==> src/rtl/main_control_pipe.sv <==
// main_control_pipe: registered RV32I/RV32A main control with handshake, stall/flush, exceptions and AMO split
module main_control_pipe #(
    parameter int ATOMIC_EN     = 1,
    parameter int AMO_EN        = 1,
    parameter int STRICT_DECODE = 1,
    parameter int CAUSE_W       = 4
) (
    input  logic               i_clk,
    input  logic               i_rst,
    input  logic               i_valid,
    output logic               o_ready,
    input  logic [31:0]        i_instr,
    input  logic               i_stall,
    input  logic               i_flush,
    output logic               o_valid,
    output logic               o_branch,
    output logic               o_mem_read,
    output logic               o_mem_write,
    output logic               o_mem_to_reg,
    output logic               o_alu_src_b,
    output logic               o_reg_write,
    output logic               o_pc_plus4,
    output logic               o_csr_en,
    output logic               o_atomic,
    output logic [2:0]         o_alu_op,
    output logic [1:0]         o_alu_src_a,
    output logic [1:0]         o_jump,
    output logic               o_ex,
    output logic [CAUSE_W-1:0] o_ex_cause,
    output logic               o_amo_phase
);
    typedef struct packed {
        logic               valid;
        logic               branch;
        logic               mem_read;
        logic               mem_write;
        logic               mem_to_reg;
        logic               alu_src_b;
        logic               reg_write;
        logic               pc_plus4;
        logic               csr_en;
        logic               atomic;
        logic [2:0]         alu_op;
        logic [1:0]         alu_src_a;
        logic [1:0]         jump;
        logic               ex;
        logic [CAUSE_W-1:0] ex_cause;
        logic               amo_phase;
    } ctl_t;

    typedef enum logic {IDLE, AMO_WR} state_t;

    localparam logic [6:0] OP_R = 7'b0110011, OP_I = 7'b0010011, OP_LOAD = 7'b0000011,
        OP_STORE = 7'b0100011, OP_BRANCH = 7'b1100011, OP_LUI = 7'b0110111,
        OP_AUIPC = 7'b0010111, OP_JAL = 7'b1101111, OP_JALR = 7'b1100111,
        OP_FENCE = 7'b0001111, OP_SYS = 7'b1110011, OP_AMO = 7'b0101111;
    localparam logic [31:0] ECALL = 32'h00000073, EBREAK = 32'h00100073, MRET = 32'h30200073;
    localparam logic STRICT = (STRICT_DECODE != 0);

    logic [6:0] opc;
    logic [2:0] f3;
    logic [6:0] f7;
    logic [4:0] f5;
    logic [4:0] rs2;
    logic       bad;
    logic       is_amo;
    logic       accept;
    ctl_t       dec;
    ctl_t       wr;
    ctl_t       q;
    ctl_t       nxt;
    state_t     state_q;
    state_t     state_d;

    assign opc    = i_instr[6:0];
    assign f3     = i_instr[14:12];
    assign f7     = i_instr[31:25];
    assign f5     = i_instr[31:27];
    assign rs2    = i_instr[24:20];
    assign o_ready = !i_stall && state_q == IDLE;
    assign accept = i_valid && o_ready;

    // Decode the incoming instruction; illegal encodings collapse to a cause-2 exception
    always_comb begin
        dec = '0;
        bad = 1'b0;
        is_amo = 1'b0;
        case (opc)
            OP_R: begin
                dec.reg_write = 1'b1;
                dec.alu_op = 3'b010;
                bad = STRICT && !(f7 == 7'b0000000 || f7 == 7'b0100000);
            end
            OP_I: begin
                dec.alu_src_b = 1'b1;
                dec.reg_write = 1'b1;
                dec.alu_op = 3'b011;
            end
            OP_LOAD: begin
                dec.mem_read = 1'b1;
                dec.mem_to_reg = 1'b1;
                dec.alu_src_b = 1'b1;
                dec.reg_write = 1'b1;
                bad = STRICT && (f3 == 3'b011 || f3 == 3'b110 || f3 == 3'b111);
            end
            OP_STORE: begin
                dec.mem_write = 1'b1;
                dec.alu_src_b = 1'b1;
                bad = STRICT && f3 > 3'b010;
            end
            OP_BRANCH: begin
                dec.branch = 1'b1;
                dec.alu_op = 3'b001;
                bad = STRICT && (f3 == 3'b010 || f3 == 3'b011);
            end
            OP_LUI: begin
                dec.alu_src_a = 2'd2;
                dec.alu_src_b = 1'b1;
                dec.reg_write = 1'b1;
                dec.alu_op = 3'b100;
            end
            OP_AUIPC: begin
                dec.alu_src_a = 2'd1;
                dec.alu_src_b = 1'b1;
                dec.reg_write = 1'b1;
                dec.alu_op = 3'b100;
            end
            OP_JAL: begin
                dec.reg_write = 1'b1;
                dec.jump = 2'd1;
                dec.pc_plus4 = 1'b1;
            end
            OP_JALR: begin
                dec.alu_src_b = 1'b1;
                dec.reg_write = 1'b1;
                dec.alu_op = 3'b100;
                dec.jump = 2'd2;
                dec.pc_plus4 = 1'b1;
                bad = STRICT && f3 != 3'b000;
            end
            OP_FENCE: dec = '0;
            OP_SYS: begin
                dec.reg_write = i_instr != ECALL && i_instr != EBREAK;
                dec.csr_en = i_instr != ECALL && i_instr != EBREAK;
                dec.ex = i_instr == ECALL || i_instr == EBREAK;
                dec.ex_cause = i_instr == ECALL ? CAUSE_W'(11) : i_instr == EBREAK ? CAUSE_W'(3) : '0;
                bad = STRICT && (f3 == 3'b100 ||
                      (f3 == 3'b000 && i_instr != ECALL && i_instr != EBREAK && i_instr != MRET));
            end
            OP_AMO: begin
                dec.mem_read = 1'b1;
                dec.mem_to_reg = 1'b1;
                dec.reg_write = 1'b1;
                dec.atomic = 1'b1;
                dec.alu_op = 3'b101;
                dec.mem_write = f5 == 5'b00011;
                is_amo = AMO_EN != 0 && (f5 inside {5'b00000, 5'b00001, 5'b00100, 5'b01000,
                         5'b01100, 5'b10000, 5'b10100, 5'b11000, 5'b11100});
                bad = ATOMIC_EN == 0 || (STRICT && f3 != 3'b010) ||
                      !(f5 == 5'b00010 || f5 == 5'b00011 || is_amo) ||
                      (STRICT && f5 == 5'b00010 && rs2 != 5'd0);
            end
            default: bad = 1'b1;
        endcase
        if (i_instr[1:0] != 2'b11)
            bad = 1'b1;
        if (bad) begin
            dec = '0;
            dec.ex = 1'b1;
            dec.ex_cause = CAUSE_W'(2);
            is_amo = 1'b0;
        end
        dec.valid = 1'b1;
    end

    // Next-state and next-output selection: flush > stall > AMO write phase > accept > bubble
    always_comb begin
        wr = '0;
        wr.valid = 1'b1;
        wr.mem_write = 1'b1;
        wr.atomic = 1'b1;
        wr.alu_op = 3'b101;
        wr.amo_phase = 1'b1;
        nxt = '0;
        state_d = state_q;
        if (i_flush) begin
            state_d = IDLE;
        end else if (i_stall) begin
            nxt = q;
        end else if (state_q == AMO_WR) begin
            nxt = wr;
            state_d = IDLE;
        end else if (accept) begin
            nxt = dec;
            state_d = is_amo ? AMO_WR : IDLE;
        end
    end

    // Output register and FSM state
    always_ff @(posedge i_clk) begin
        if (i_rst) begin
            q <= '0;
            state_q <= IDLE;
        end else begin
            q <= nxt;
            state_q <= state_d;
        end
    end

    assign o_valid      = q.valid;
    assign o_branch     = q.branch;
    assign o_mem_read   = q.mem_read;
    assign o_mem_write  = q.mem_write;
    assign o_mem_to_reg = q.mem_to_reg;
    assign o_alu_src_b  = q.alu_src_b;
    assign o_reg_write  = q.reg_write;
    assign o_pc_plus4   = q.pc_plus4;
    assign o_csr_en     = q.csr_en;
    assign o_atomic     = q.atomic;
    assign o_alu_op     = q.alu_op;
    assign o_alu_src_a  = q.alu_src_a;
    assign o_jump       = q.jump;
    assign o_ex         = q.ex;
    assign o_ex_cause   = q.ex_cause;
    assign o_amo_phase  = q.amo_phase;
endmodule

==> config.mk <==
export PLATFORM = sky130hd
export DESIGN_NAME = main_control_pipe
export DESIGN_NICKNAME = d
export VERILOG_FILES = /design/src/rtl/main_control_pipe.sv
export SDC_FILE = /design/constraint.sdc
export NUM_CORES = 1
export LEC_CHECK = 0
export CAP_MARGIN = 20
export CORE_MARGIN = 2
export CORE_UTILIZATION = 45
export DETAILED_ROUTE_END_ITERATION = 8
export PLACE_DENSITY = 0.85
export SLEW_MARGIN = 20
export SYNTH_ARGS = -nofsm -noshare
export SYNTH_HDL_FRONTEND = slang
export SYNTH_SLANG_ARGS = --single-unit
==> constraint.sdc <==
create_clock -name i_clk -period 4.88 [get_ports i_clk]
set_input_delay 0.732 -clock i_clk [delete_from_list [all_inputs] [get_ports i_clk]]
set_output_delay 0.732 -clock i_clk [all_outputs]
set_load 0.1 [all_outputs]
Word level (Yosys, flattened, before mapping)

Cells that the tools add are included.
W data, S select, Z words.

Register bits after elaboration: 24
Input port bits: 37
Output and inout port bits: 24
Word-level logic and storage cells: 111

Order comparisons: 1
Equal/unequal tests: 35
Multiplexer cells: 24
Bitwise gates (word level): 1
Reductions and logical operators: 33

Operators with widths:

| cell                   | count |
|---|---|
| $mux W23               | 2 |
| $eq A7 B6 Y1 const B   | 5 |
| $eq A32 B21 Y1 const B | 1 |
| $eq A32 B7 Y1 const B  | 1 |
| $ne A32 B21 Y1 const B | 1 |
| $ne A32 B30 Y1 const B | 1 |
| $ne A32 B7 Y1 const B  | 1 |
| $eq A7 B7 Y1 const B   | 4 |
| $mux W22               | 1 |
| $eq A5 B5 Y1 const B   | 4 |
| $pmux W3 S5            | 1 |
| $eq A7 B5 Y1 const B   | 2 |
| $mux W1                | 12 |
| $eq A5 B2 Y1 const B   | 2 |
| $eq A5 B4 Y1 const B   | 2 |
| $logic_or A1 B1 Y1     | 10 |
| $eq A3 B3 Y1 const B   | 3 |
| $reduce_bool A9 Y1     | 1 |
| $pmux W1 S8            | 1 |
| $pmux W2 S2            | 2 |
| $reduce_or A8 Y1       | 1 |
| $eq A7 B2 Y1 const B   | 1 |
| $eq A7 B4 Y1 const B   | 1 |
| $logic_and A1 B1 Y1    | 7 |
| other kinds (21)       | 27 |

Logic depth before layout (Yosys ltp)

Depth after elaboration: 12
Gate-level depth with buffers: 7

Worst setup path after synthesis

No wires, ideal clock.

Path kind: input port to flip-flop
Start point: input i_instr[3]
End point: register q (netlist bit o_mem_read)
Setup time: 0.096 ns
Data arrival time: 2.062 ns
Setup slack: 2.723 ns
Stages: 7
Cells stage by stage: buf_2 > and2_1 > and3_1 > a32oi_2 > nand4_2 > buf_6 > o41ai_2

Cells in the longest elaborated chain, start to end: 10
Elaborated cells on any way between the ends: 27

Ends and longest elaborated chain:

| item                              | line | RTL |
|---|---|---|
| start, declared                   | 12   | `input logic [31:0] i_instr,` |
| $ne A32 B7 Y1                     | 148  | `(f3 == 3'b000 && i_instr != ECALL && i_instr != EBREAK && i_instr != MRET));` |
| $logic_and A1 B1 Y1 (3 in series) | 148  |  |
| $logic_or A1 B1 Y1                | 147  | `bad = STRICT && (f3 == 3'b100 \|\|` |
| $pmux W1 S8                       | 88   | `case (opc)` |
| $mux W1                           | 165  | `if (i_instr[1:0] != 2'b11)` |
| $mux W22 *                        | 167  | `if (bad) begin` |
| $mux W23 *                        | 193  | `end else if (accept) begin` |
| $mux W23 *                        | 190  | `end else if (state_q == AMO_WR) begin` |
| end signal, assigned              | 205  | `q <= nxt;` |
| end, declared                     | 70   | `ctl_t q;` |

Mark *: on every way between the ends. The rest lies on a longest branch, timed or not.
A chain may end at the register's enable or synchronous reset.

Final worst setup path

Start point: input i_stall
End point: output o_ready

Cells in the longest elaborated chain, start to end: 2

Ends and longest elaborated chain:

| item                | line | RTL |
|---|---|---|
| start, declared     | 13   | `input logic i_stall,` |
| $logic_not A1 Y1    | 80   | `assign o_ready = !i_stall && state_q == IDLE;` |
| $logic_and A1 B1 Y1 | 80   |  |
| end, declared       | 11   | `output logic o_ready,` |

No other way between the ends.

==> results_dict.tcl <==
set metrics [dict create \
    rsz0062_at_grt "false" \
    end_kind "primary output" \
    crit_end "o_ready" \
    syn_to_final_growth_pct 43.2 \
    drive_gt1_share_pct 7.36 \
    wl_per_cell_um 13.9 \
    synth.distinct_cells 51 \
    grt_start_max_net_pins 17 \
    hold_class "reg -> reg" \
    crit_chain "clkdlybuf4s50_1 > or2_1 > inv_2 > clkdlybuf4s50_1" \
    ioPinCount 61 \
    r2r-start "state_q$_SDFFE_PP0N_" \
    rrSetupSlack_ps 2790 \
    relSlewSlack_pct 34.7 \
    tns_ps 0 \
    synth.area.top_cells "dfxtp_1, nand2_1, nor2_1" \
    critPathLaunchType "input pin" \
    cts_hold_buf 0 \
    fin_nets 270 \
    path_buf_inv 3 \
    ys_dominant_reg_cell "dfxtp_1" \
    antenna_cells 0 \
    worst_skew_pair.late_latency_ps 320 \
    crit_path_frequent_cell "clkdlybuf4s50_1" \
    grt_first_pass_wirelength_um 5800 \
    arrival_ps 2730 \
    synth_most_common_cell "dfxtp_1" \
    synth_edf_count 0 \
    min_period_ps 3470 \
    netlist_area_um2 1400 \
    num_vias 1555 \
    rows 20 \
    dp.cells 261 \
    drc 0 \
    die_area_um2 3560 \
    place_congestion 0.910 \
    antenna_found_initial 0 \
    die_width_um 59.7 \
    leakage_uw 0.000716 \
    htree_levels 1 \
    syn_area_per_cell_um2 7.84 \
    via_per_inst 5.89 \
    synth_common_cells "dfxtp_1, nand2_1, nor2_1, o21ai_0, nand3_1" \
    outcome "finished, final reports clean" \
    required_ps 4150 \
    numClockSinks 22 \
    setup_viol 0 \
    core-area_um2 3000 \
    routed_wl_um 3670 \
    drt_iter0_markers 50 \
    grt-ovfl-total 0 \
    cp_top_family "buffers and inverters" \
    dp_hpwl_um 2860 \
    portBuffers 59 \
    cts_setup_buffers 0 \
    reg2regPathDepth 5 \
    async_flop_share_pct 0 \
    start_util_pct 46.5 \
    synth_largest_area_cell "dfxtp_1" \
    ys_seq_area_share_pct 31.5 \
    path_class "in -> out" \
    synthCells 178 \
    firstDrtPassIters 4 \
    cts_buffer_depth 2 \
    synth_top_area_share_pct 31.5 \
    reg2reg_to "o_alu_src_a[1]$_SDFFE_PP0N_" \
    max_cap_viol_count 0 \
    fmax_mhz 289 \
    crit_slowest_cell "clkdlybuf4s50_1" \
    cts_made_buffers 3 \
    drtAntennaViolNets 0 \
    cp-startpoint "i_stall" \
    first_global_vias 1338 \
    cts_repair_resize_count 0 \
    clk_pin_slew_worst_paths_ps 120 \
    cts_tree "yes" \
    max-vdd-ir-drop_mv 0.146 \
    fillCellCount 255 \
    worst_clock_skew_ps 6.96 \
    tightest_slew_ps 977 \
    cp.depth 4 \
    ys.warnings.count 0 \
    die_h_um 59.7 \
    period_share_pct 71.0 \
    cts_root_buf "clkbuf_4" \
    track_usage_pct 21.2 \
    fin_cells 264 \
    worstPathMaxFanout 8 \
    drv_slew 0 \
    hold_violations 0 \
    synth-seq-cells 22 \
    synth_nets 215 \
    max_stage_delay_ps 1150 \
    power.density_nw_per_um2 184 \
]
## flip-flops by register name, indices dropped and copies added, names as in the netlist, 2 cells and up
| name | count |
|---|---|
| o_jump | 2 |
| o_ex_cause | 3 |
| o_alu_op | 3 |
| o_alu_src_a | 2 |
## worst reg2reg max path, cell delays in order (launching register included)
cell	delay (ps)
dfxtp_1	320
or2_1	250
nor3_2	390
and4_1	270
nand4_2	350
o41ai_1	420
## metrics by stage
| step | util (%) | total power, µW | hold slack, ps | setup WS [ps] | area (µm²) |
|---|---|---|---|---|---|
| floorplan | - | 242 | 420 | 2720 | 1400 |
| global placement | 65.8 | 287 | 432 | 1420 | 1980 |
| detailed placement | 65.8 | 288 | 440 | 1420 | 1980 |
| CTS | 66.6 | 370 | 457 | 1420 | 2000 |
| global route | 66.6 | 383 | 465 | 1350 | 2000 |
| finish | 66.6 | 368 | 453 | 1410 | 2000 |
## power breakdown
part	switching, µW	total [µW]	internal (µW)
registers	0.919	183	182
logic	59.9	102	42.4
clock network	54.2	83.2	29.0
total	115	368	253
## cells by family after synthesis
logic type | synth area share (%)
and+or+nand+nor | 35.2
AOI/OAI and AO/OA | 26.5
DFF | 31.5
buffers and inverters | 5.82
xor gates and xnor gates | 0.627
other | 0.269
## cells in the final DEF (no fill, tap or decap), types with 2 or more instances in the layout
master / count
clkdlybuf4s50_1: 59
dfxtp_1: 22
nand2_1: 20
nor2_1: 15
o21ai_0: 10
nand3_1: 8
nor3_1: 7
o21ai_1: 7
a21oi_1: 6
nand4_1: 5
and3_1: 4
nor4_1: 4
nand2b_1: 4
o31ai_1: 4
inv_1: 4
and2_1: 3
o31ai_2: 3
clkbuf_4: 3
or2_1: 2
inv_2: 2
nor2b_1: 2
nand3b_1: 2
a31oi_1: 2
and4b_1: 2
and4_1: 2
a211o_1: 2
o22ai_1: 2
a21o_1: 2
o41ai_2: 2
## layer usage
| metal | wire length (µm) | global-route usage [%] | share of wire [%] |
|---|---|---|---|
| met1 | 1640 | 27.3 | 45 |
| met2 | 1720 | 34.2 | 47 |
| met3 | 208 | 3.03 | 5.7 |
| met4 | 97 | 11.1 | 2.6 |
| met5 | 0 | 0 | 0 |
## final cells by class
type / instances / area (µm²) / area share, %
timing repair buffer: 60 / 598 / 29.9
clock buffer: 3 / 22.5 / 1.13
sequential: 22 / 440 / 22.0
tap: 33 / 41.3 / 2.07
inverter: 6 / 22.5 / 1.13
multi-input combinational: 140 / 875 / 43.7
## how the worst min path moves through the flow
stage	start	endpoint	slack, ps	depth (start not counted)
floorplan	state_q$_SDFFE_PP0N_	state_q$_SDFFE_PP0N_	420	2
finish	o_alu_src_b$_SDFFE_PP0N_	o_alu_src_b$_SDFFE_PP0N_	450	2
detailed placement	o_alu_src_a[0]$_SDFFE_PP0N_	o_alu_src_a[0]$_SDFFE_PP0N_	440	2
global placement	o_alu_src_a[1]$_SDFFE_PP0N_	o_alu_src_a[1]$_SDFFE_PP0N_	430	2
global route	o_pc_plus4$_SDFFE_PP0N_	o_pc_plus4$_SDFFE_PP0N_	460	2
CTS	o_branch$_SDFFE_PP0N_	o_branch$_SDFFE_PP0N_	460	2
Power figures use the tool's default switching activity.
